File: config.mk
export PLATFORM = sky130hd
export DESIGN_NAME = load_store_unit_flat
export DESIGN_NICKNAME = d
export VERILOG_FILES = /design/src/rtl/lsu_pkg.sv /design/src/rtl/lsu_if.sv /design/src/rtl/lsu_align.sv /design/src/rtl/load_store_unit.sv /design/src/flat_wrapper.sv
export SDC_FILE = /design/constraint.sdc
export NUM_CORES = 1
export LEC_CHECK = 0
export CORE_MARGIN = 4
export CORE_UTILIZATION = 35
export DETAILED_ROUTE_END_ITERATION = 6
export MAX_ROUTING_LAYER = met4
export SLEW_MARGIN = 20
export SYNTH_ARGS = -nofsm -noshare
export SYNTH_HDL_FRONTEND = slang
export SYNTH_SLANG_ARGS = --single-unit
File: constraint.sdc
create_clock -name clk -period 2.7 [get_ports clk]
set_input_delay 0.54 -clock clk [delete_from_list [all_inputs] [get_ports clk]]
set_output_delay 0.54 -clock clk [all_outputs]
set_load 0.02 [all_outputs]
File: src/rtl/lsu_pkg.sv
// Shared definitions for the load/store unit: funct3 encodings, FSM states
// and the request legality check.
package lsu_pkg;

  localparam logic [2:0] F3_B  = 3'd0;
  localparam logic [2:0] F3_H  = 3'd1;
  localparam logic [2:0] F3_W  = 3'd2;
  localparam logic [2:0] F3_BU = 3'd4;
  localparam logic [2:0] F3_HU = 3'd5;

  typedef enum logic [2:0] {
    ST_IDLE    = 3'd0,
    ST_ISSUE   = 3'd1,
    ST_CAPTURE = 3'd2,
    ST_MERGE   = 3'd3,
    ST_WRITE   = 3'd4
  } lsu_state_e;

  // Alignment, funct3 and range check; computed in 33 bits so the top of
  // the address space cannot wrap into range.
  function automatic logic req_legal(input logic        we,
                                     input logic [2:0]  funct3,
                                     input logic [31:0] addr,
                                     input logic [32:0] mem_bytes);
    logic [32:0] last_s;
    logic        ok_s;
    last_s = {1'b0, addr[31:2], 2'b00} + 33'd3;
    case (funct3)
      F3_B:    ok_s = 1'b1;
      F3_H:    ok_s = ~addr[0];
      F3_W:    ok_s = (addr[1:0] == 2'b00);
      F3_BU:   ok_s = ~we;
      F3_HU:   ok_s = ~we & ~addr[0];
      default: ok_s = 1'b0;
    endcase
    return ok_s && (last_s < mem_bytes);
  endfunction

endpackage

File: src/rtl/lsu_if.sv
// Request/response channel between the execute stage (master) and the
// load/store unit (slave).
interface lsu_if;
  logic        req_valid;
  logic        req_ready;
  logic        req_we;
  logic [2:0]  req_funct3;
  logic [31:0] req_addr;
  logic [31:0] req_wdata;
  logic        resp_valid;
  logic [31:0] resp_rdata;
  logic        resp_err;

  modport master (
    output req_valid, req_we, req_funct3, req_addr, req_wdata,
    input  req_ready, resp_valid, resp_rdata, resp_err
  );

  modport slave (
    input  req_valid, req_we, req_funct3, req_addr, req_wdata,
    output req_ready, resp_valid, resp_rdata, resp_err
  );
endinterface

File: src/rtl/lsu_align.sv
// Byte-lane steering shared by load capture (extract + extend) and
// sub-word store merge.
module lsu_align import lsu_pkg::*; (
  input  logic [31:0] word,
  input  logic [1:0]  offset,
  input  logic [2:0]  funct3,
  input  logic [15:0] sdata,
  output logic [31:0] load_val,
  output logic [31:0] merged
);

  logic [4:0]  shamt_s;
  logic [7:0]  byte_s;
  logic [15:0] half_s;

  // Lane select, extension and merge
  always_comb begin
    shamt_s = {offset, 3'b000};
    byte_s  = word[shamt_s +: 8];
    half_s  = offset[1] ? word[31:16] : word[15:0];
    case (funct3)
      F3_B:    load_val = {{24{byte_s[7]}}, byte_s};
      F3_H:    load_val = {{16{half_s[15]}}, half_s};
      F3_W:    load_val = word;
      F3_BU:   load_val = {24'd0, byte_s};
      F3_HU:   load_val = {16'd0, half_s};
      default: load_val = 32'd0;
    endcase
    merged = word;
    case (funct3)
      F3_B:    merged[shamt_s +: 8] = sdata[7:0];
      F3_H:    merged[{offset[1], 4'b0000} +: 16] = sdata;
      default: merged = word;
    endcase
  end

endmodule

File: src/rtl/load_store_unit.sv
// RV32I load/store unit in front of a word-wide RAM port with 1-cycle read
// latency; sub-word stores are done as read-modify-write.
module load_store_unit import lsu_pkg::*; #(
  parameter int MEM_BYTES = 4096
) (
  input  logic        clk,
  input  logic        rst,
  lsu_if.slave        bus,
  output logic        mem_en,
  output logic        mem_wr,
  output logic [31:0] mem_addr,
  output logic [31:0] mem_wdata,
  input  logic [31:0] mem_rdata
);

  localparam logic [32:0] MEM_LIMIT = 33'(MEM_BYTES);

  lsu_state_e  state_r, state_next_s;
  logic        we_r;
  logic [2:0]  funct3_r;
  logic [31:0] addr_r;
  logic [31:0] wdata_r;
  logic [31:0] merged_r;
  logic        resp_valid_r;
  logic [31:0] resp_rdata_r;
  logic        resp_err_r;
  logic        legal_s;
  logic        is_sw_s;
  logic [31:0] aligned_s;
  logic [31:0] load_val_s;
  logic [31:0] merged_s;

  assign legal_s   = req_legal(bus.req_we, bus.req_funct3, bus.req_addr, MEM_LIMIT);
  assign is_sw_s   = we_r && (funct3_r == F3_W);
  assign aligned_s = {addr_r[31:2], 2'b00};

  assign bus.req_ready  = (state_r == ST_IDLE);
  assign bus.resp_valid = resp_valid_r;
  assign bus.resp_rdata = resp_rdata_r;
  assign bus.resp_err   = resp_err_r;

  lsu_align u_align (
    .word     (mem_rdata),
    .offset   (addr_r[1:0]),
    .funct3   (funct3_r),
    .sdata    (wdata_r[15:0]),
    .load_val (load_val_s),
    .merged   (merged_s)
  );

  // State register, request latches and registered response
  always_ff @(posedge clk) begin
    if (rst) begin
      state_r      <= ST_IDLE;
      we_r         <= 1'b0;
      funct3_r     <= 3'd0;
      addr_r       <= 32'd0;
      wdata_r      <= 32'd0;
      merged_r     <= 32'd0;
      resp_valid_r <= 1'b0;
      resp_rdata_r <= 32'd0;
      resp_err_r   <= 1'b0;
    end else begin
      state_r      <= state_next_s;
      resp_valid_r <= 1'b0;
      case (state_r)
        ST_IDLE: begin
          if (bus.req_valid) begin
            we_r     <= bus.req_we;
            funct3_r <= bus.req_funct3;
            addr_r   <= bus.req_addr;
            wdata_r  <= bus.req_wdata;
            if (!legal_s) begin
              resp_valid_r <= 1'b1;
              resp_err_r   <= 1'b1;
              resp_rdata_r <= 32'd0;
            end
          end
        end
        ST_ISSUE: begin
          if (is_sw_s) begin
            resp_valid_r <= 1'b1;
            resp_err_r   <= 1'b0;
            resp_rdata_r <= 32'd0;
          end
        end
        ST_CAPTURE: begin
          resp_valid_r <= 1'b1;
          resp_err_r   <= 1'b0;
          resp_rdata_r <= load_val_s;
        end
        ST_MERGE: merged_r <= merged_s;
        ST_WRITE: begin
          resp_valid_r <= 1'b1;
          resp_err_r   <= 1'b0;
          resp_rdata_r <= 32'd0;
        end
        default: state_r <= ST_IDLE;
      endcase
    end
  end

  // Next-state logic
  always_comb begin
    state_next_s = state_r;
    case (state_r)
      ST_IDLE: begin
        if (bus.req_valid && legal_s) state_next_s = ST_ISSUE;
        else                          state_next_s = ST_IDLE;
      end
      ST_ISSUE: begin
        if (is_sw_s)   state_next_s = ST_IDLE;
        else if (we_r) state_next_s = ST_MERGE;
        else           state_next_s = ST_CAPTURE;
      end
      ST_CAPTURE: state_next_s = ST_IDLE;
      ST_MERGE:   state_next_s = ST_WRITE;
      ST_WRITE:   state_next_s = ST_IDLE;
      default:    state_next_s = ST_IDLE;
    endcase
  end

  // RAM port drive; rst gates en/wr so an abandoned write never lands
  always_comb begin
    mem_en    = 1'b0;
    mem_wr    = 1'b0;
    mem_addr  = 32'd0;
    mem_wdata = 32'd0;
    case (state_r)
      ST_ISSUE: begin
        mem_en    = ~rst;
        mem_wr    = ~rst & is_sw_s;
        mem_addr  = aligned_s;
        mem_wdata = is_sw_s ? wdata_r : 32'd0;
      end
      ST_WRITE: begin
        mem_en    = ~rst;
        mem_wr    = ~rst;
        mem_addr  = aligned_s;
        mem_wdata = merged_r;
      end
      default: mem_en = 1'b0;
    endcase
  end

endmodule

File: src/flat_wrapper.sv
// flat-port wrapper written by rule: the top's interface ports become plain ports
module load_store_unit_flat import lsu_pkg::*;
#(
  parameter int MEM_BYTES = 4096
)
  (clk, rst, mem_en, mem_wr, mem_addr, mem_wdata, mem_rdata, bus_req_valid, bus_req_we, bus_req_funct3, bus_req_addr, bus_req_wdata, bus_req_ready, bus_resp_valid, bus_resp_rdata, bus_resp_err);
  lsu_if bus_i ();
  input  logic clk;
  input  logic rst;
  output logic mem_en;
  output logic mem_wr;
  output logic [31:0] mem_addr;
  output logic [31:0] mem_wdata;
  input  logic [31:0] mem_rdata;
  input wire logic [$bits(bus_i.req_valid)-1:0] bus_req_valid;
  input wire logic [$bits(bus_i.req_we)-1:0] bus_req_we;
  input wire logic [$bits(bus_i.req_funct3)-1:0] bus_req_funct3;
  input wire logic [$bits(bus_i.req_addr)-1:0] bus_req_addr;
  input wire logic [$bits(bus_i.req_wdata)-1:0] bus_req_wdata;
  output wire logic [$bits(bus_i.req_ready)-1:0] bus_req_ready;
  output wire logic [$bits(bus_i.resp_valid)-1:0] bus_resp_valid;
  output wire logic [$bits(bus_i.resp_rdata)-1:0] bus_resp_rdata;
  output wire logic [$bits(bus_i.resp_err)-1:0] bus_resp_err;
  assign bus_i.req_valid = bus_req_valid;
  assign bus_i.req_we = bus_req_we;
  assign bus_i.req_funct3 = bus_req_funct3;
  assign bus_i.req_addr = bus_req_addr;
  assign bus_i.req_wdata = bus_req_wdata;
  assign bus_req_ready = bus_i.req_ready;
  assign bus_resp_valid = bus_i.resp_valid;
  assign bus_resp_rdata = bus_i.resp_rdata;
  assign bus_resp_err = bus_i.resp_err;
  load_store_unit #(.MEM_BYTES(MEM_BYTES)) u_core (.clk(clk), .rst(rst), .bus(bus_i), .mem_en(mem_en), .mem_wr(mem_wr), .mem_addr(mem_addr), .mem_wdata(mem_wdata), .mem_rdata(mem_rdata));
endmodule
Word-level counts from Yosys, hierarchy flattened
Cells that the tools add are included.
{ "word_totals": {"reg_bits": 137, "inputBits": 103, "word_cells": 82, "out_inout_bits": 101} }
{ "classes": {"bitwise_logic": 6, "eq_ne": 15, "magnitude_cmp": 1, "n_reduce_logical": 16, "mux": 27, "n_shift": 5, "add_sub_neg": 3} }
{ "ops": {"columns": ["cell", "n"], "rows": [
  ["32-bit two-way mux", 5],
  ["32-bit one-hot mux with 5 select lines", 1],
  ["32-bit one-hot mux with 2 select lines", 2],
  ["32-bit one-hot mux with 4 select lines", 1],
  ["32-bit bitwise mux", 2],
  ["32-bit by 2-bit adder with 33-bit output (second input constant)", 1],
  ["33-bit by 13-bit < comparator with 1-bit output (second input constant)", 1],
  ["16-bit by 7-bit variable shift with 32-bit output (first input constant)", 1],
  ["8-bit by 7-bit variable shift with 32-bit output (first input constant)", 1],
  ["16-bit by 7-bit indexed part select with 32-bit output", 1],
  ["32-bit by 6-bit indexed part select with 8-bit output", 1],
  ["8-bit by 7-bit indexed part select with 32-bit output", 1],
  ["16-bit two-way mux", 1],
  ["3-bit == test (second input constant)", 5],
  ["5-bit negator with 7-bit output", 2],
  ["3-bit by 2-bit == test with 1-bit output (second input constant)", 4],
  ["3-bit by 1-bit == test with 1-bit output (second input constant)", 3],
  ["3-bit logical NOT", 3],
  ["1-bit two-way mux", 9],
  ["3-bit one-hot mux with 3 select lines", 1],
  ["4-bit AND reduction", 2],
  ["1-bit one-hot mux with 3 select lines", 2],
  ["2-bit OR reduction", 3],
  ["1-bit one-hot mux with 5 select lines", 1],
  ["12 further kinds", 19]
]} }

Logic depth before layout (Yosys ltp)
{ "depth": {"word_depth": 7, "ltp_mapped": 8, "depth_no_buf": 6} }

By module
A second synthesis with hierarchy kept.
{ "hier_totals": {"hier_cells": 830, "area_unflattened_um2": 6837.8} }
{ "modules_own_cells": {"columns": ["module", "seq_area_each_um2", "cells_each", "area_per_inst_um2", "n_inst"], "rows": [
  ["load_store_unit", 2742.6, 632, 5382.7, 1],
  ["lsu_align", 0.0, 198, 1455.1, 1]
]} }

Worst setup path before layout
No wires, ideal clock.
{ "synth_timing": {"path_type": "flip-flop to output port", "start": "register u_core.funct3_r[2]", "end": "output port mem_wr", "stages_incl_launch_ff": 8, "setup_slack_ps": 566, "arrival_time_ps": 1594, "required_ps": 2160, "path_buffers": 3, "path_cell_list": "dfxtp_1 buf_2 nor3b_2 and2_1 clkbuf_1 buf_2 nor2_1 nor2_1"} }
{ "synth_via": {"elab_chain_cells": 4} }
{ "synth_rtl": {"columns": ["element", "line", "text"], "rows": [
  ["start: declaration", "load_store_unit.sv:20", "logic [2:0] funct3_r;"],
  ["start signal: assignment", "load_store_unit.sv:70", "funct3_r <= bus.req_funct3;"],
  ["3-bit by 2-bit == test with 1-bit output", "load_store_unit.sv:34", "assign is_sw_s = we_r && (funct3_r == F3_W);"],
  ["1-bit logical AND", "load_store_unit.sv:34", null],
  ["1-bit AND", "load_store_unit.sv:132", "mem_wr = ~rst & is_sw_s;"],
  ["1-bit one-hot mux with 2 select lines", "load_store_unit.sv:129", "case (state_r)"],
  ["end: declaration", "flat_wrapper.sv:11", "output logic mem_wr;"]
]} }
No other way between the ends.

Worst setup path in the final report
{ "layout_timing": {"start": "register u_core.state_r[2]", "end": "output port mem_addr[27]"} }
{ "layout_via": {"elab_chain_cells": 3, "elab_cells_between_ends": 4, "classes_between": "eq/ne: 2; mux: 1; reduce/logical: 1"} }
{ "layout_rtl": {"columns": ["element", "line", "text"], "rows": [
  ["start: declaration", "load_store_unit.sv:18", "lsu_state_e state_r, state_next_s;"],
  ["start signal: assignment", "load_store_unit.sv:64", "state_r <= state_next_s;"],
  ["3-bit by 1-bit == test with 1-bit output or 3-bit == test (tied branches)", "load_store_unit.sv:129", null],
  ["2-bit OR reduction (no line) *", null, null],
  ["32-bit two-way mux *", "load_store_unit.sv:129", null],
  ["end: declaration", "flat_wrapper.sv:12", "output logic [31:0] mem_addr;"]
]} }
Mark *: on every way between the ends. The rest lies on a longest branch, timed or not.

==> results.toml <==
[sta]
tns_ns = 0
clock.fmax_mhz = 382
drv_slew = 0
rsz0062_at_grt = "false"
period_share_pct = 96.9
setup_ws_ns = 0.0841
max-slew-margin-rel_pct = 47.5
tightest_slew_ns = 0.788
hold_viol_final = 0
setup_viol = 0
fin_skew_ns = 0.00614
post-route-min-period_ns = 2.62

[job]
drv_cap = 0

[pwr]
combPwrFrac_pct = 11.9
ir_drop_uv = 380
cellInternalPower_mw = 4.01
clock_power_share_pct = 48.3
p_per_area_nw_per_um2 = 545
leakagePower_nw = 3.90
switchingPower_mw = 1.33
seqPwrFrac_pct = 39.8
swShare_pct = 24.8

[synth]
yosys_warnings = 0
synth_ff_type = "dfxtp_1"
synth_most_common_cell = "nand2_1"
synth_area_leaders = "dfxtp_1, nand2_1, a22o_1"
synth_cell_types = 60
yosysTopAreaCell = "dfxtp_1"
ys_seq_area_share_pct = 39.6
netlist_instances = 809
synth-seq-cells = 137
synth_edf_count = 0
ys_async_sr_fraction_pct = 0
synth_top_area_share_pct = 39.6
netlist_top_cells_count = "nand2_1, dfxtp_1, a21oi_1, a22o_1, nor2_1"
synth.avg_cell_area_sq_um = 8.57
synthesis.area_sq_um = 6930

[final_layout]
diodes = 0
num-fill-cells = 1912
nets = 1089
drive_gt1_share_pct = 12.4
syn_to_final_growth_pct = 41.5

[global_routing]
grt_pass1_vias = 6477
grtUsageTotal_pct = 21.1
antenna_found_initial = 0
grt_pass1_wl_um = 35500
grt_max_degree = 73
overflow = 0

[setup_path]
r2r_cells = 7
cp.required_ns = 2.16
startpoint_type = "flop"
endpoint_kind = "output port"
cp.arrival_ns = 2.08
crit_type = "reg -> out"
cp_max_fo = 30

[place]
gp_congestion = 0.847
place_ws_ns = -0.127
io_buffers = 201
place_hpwl_um = 16600

[detailed_routing]
drt_pass1_iterations = 5
vias_per_cell = 5.24
drtAntennaViolNets = 0
initialDrtViolationCount = 446
wl_um = 23400
vias = 6591
drc_errors = 0
wl_per_cell_um = 18.6

[floorplanning]
rows = 51
die_area_sq_um = 22100
core-area_sq_um = 19500
die_w_um = 149
ios = 204
die_y_um = 149
start_util_pct = 35.6

[clock_network]
cts_inserted_buffers = 17
clock-root-buffer = "clkbuf_16"
clkSinkCount = 137
cts_tree = "built"
clk_pin_slew_worst_paths_ns = 0.06
htree_levels = 4
clockBufferDepth = 2
clk_latency_ns = 0.42

[min_path]
hp-class = "in -> reg"
whs_path_depth = 2

[run_status]
status = "complete, no violations"
==> placed cells by master (no fill, tap or decap), drive strengths merged, types with 2 or more instances in the layout <==
cell type / n
inv: 35
nor4: 7
bufinv: 5
nor3b: 3
nand2: 165
a41o: 2
o221ai: 6
mux2: 2
clkbuf: 18
and2: 33
mux4: 2
or3: 2
nor3: 19
nor2b: 9
a21oi: 89
a221oi: 39
conb: 2
o32ai: 25
ha: 5
a211oi: 16
clkinv: 5
a32o: 2
o21ai: 11
o31a: 2
buf: 27
clkinvlp: 3
or4b: 2
dfxtp: 137
or2: 3
clkdlybuf4s50: 156
nand2b: 2
nor2: 38
dlygate4sd2: 32
a22o: 49
mux2i: 13
nor4bb: 2
dlymetal6s2s: 11
==> worst max-delay path: stages, from the launching register on <==
cell	delay [ns]
dfxtp_2	0.40
xnor2_1	0.12
nor2_1	0.18
buf_12	0.19
and2_1	0.15
clkdlybuf4s50_1	0.60
==> per-stage QoR <==
stage                     power (mW)  hold WS, ns  instance area [sq um]  instances  util (%)
after floorplan                 2.51        0.417                   6930        810         -
after global placement          2.80        0.437                   9160       1227      47.1
after detailed placement        2.80        0.442                   9160       1227      47.1
after CTS                       5.39        0.436                   9770       1259      50.2
after global routing            5.52        0.445                   9800       1259      50.4
final                           5.34        0.448                   9800       1259      50.4
==> kinds of logic after synthesis <==
group | after synthesis | share of synthesized area, %
DFF | 137 | 39.6
xor gates and xnor gates | 1 | 0.126
adders and majority gates | 6 | 1.05
AOI/OAI and AO/OA | 248 | 29.4
muxes | 17 | 2.85
and+or+nand+nor | 290 | 19.4
other | 1 | 0.0541
buffers and inverters | 109 | 7.53
==> path summary, 6_finish.rpt <==
| path | from | end | slack (ns) |
|---|---|---|---|
| setup / recovery | u_core.state_r[2]$_SDFF_PP0_ | mem_addr[27] | 0.08 |
| hold / removal | rst | u_core.wdata_r[0]$_SDFFE_PP0P_ | 0.45 |
| setup reg to reg | u_core.addr_r[0]$_SDFFE_PP0P_ | u_core.merged_r[27]$_SDFFE_PP0P_ | 0.63 |
| hold reg to reg | u_core.addr_r[5]$_SDFFE_PP0P_ | u_core.addr_r[5]$_SDFFE_PP0P_ | 0.45 |
==> sequential cells by signal (all words and copies together), names as in the netlist <==
signal                 count
u_core.bus.resp_valid      1
u_core.bus.resp_err        1
u_core.funct3_r            3
u_core.wdata_r            32
u_core.addr_r             32
u_core.bus.resp_rdata     32
u_core.state_r             3
u_core.we_r                1
u_core.merged_r           32
==> layout make-up <==
cell class	instances	area [sq um]	area share, %
multi-input combinational	564	3680	37.5
sequential	137	2750	28.0
timing repair buffer	227	2270	23.1
clock buffer	18	429	4.38
tap	265	332	3.38
clock inverter	14	221	2.26
inverter	34	128	1.30
==> power by group through the flow <==
| stage | combinational [mW] | clock, mW | sequential (mW) |
|---|---|---|---|
| 2_1_floorplan | 0.351 | 0 | 2.15 |
| 3_3_place_gp | 0.629 | 0 | 2.17 |
| 3_5_place_dp | 0.632 | 0 | 2.17 |
| 4_1_cts | 0.636 | 2.63 | 2.12 |
| 5_1_grt | 0.684 | 2.71 | 2.13 |
| 6_report | 0.636 | 2.58 | 2.12 |
==> metal layers <==
layer / GRT usage [%] / share of wire [%]
met1: 26.0 / 43
met2: 33.5 / 47
met3: 5.42 / 6.7
met4: 7.58 / 2.9
met5: - / 0
==> repair_timing <==
item,in CTS,in global routing
hold buffers,0,0
pin swaps,0,0
buffers inserted,0,0
setup endpoints to repair,63,12
gates resized for setup,35,12
Note: power is estimated with default switching activity, not from simulation.
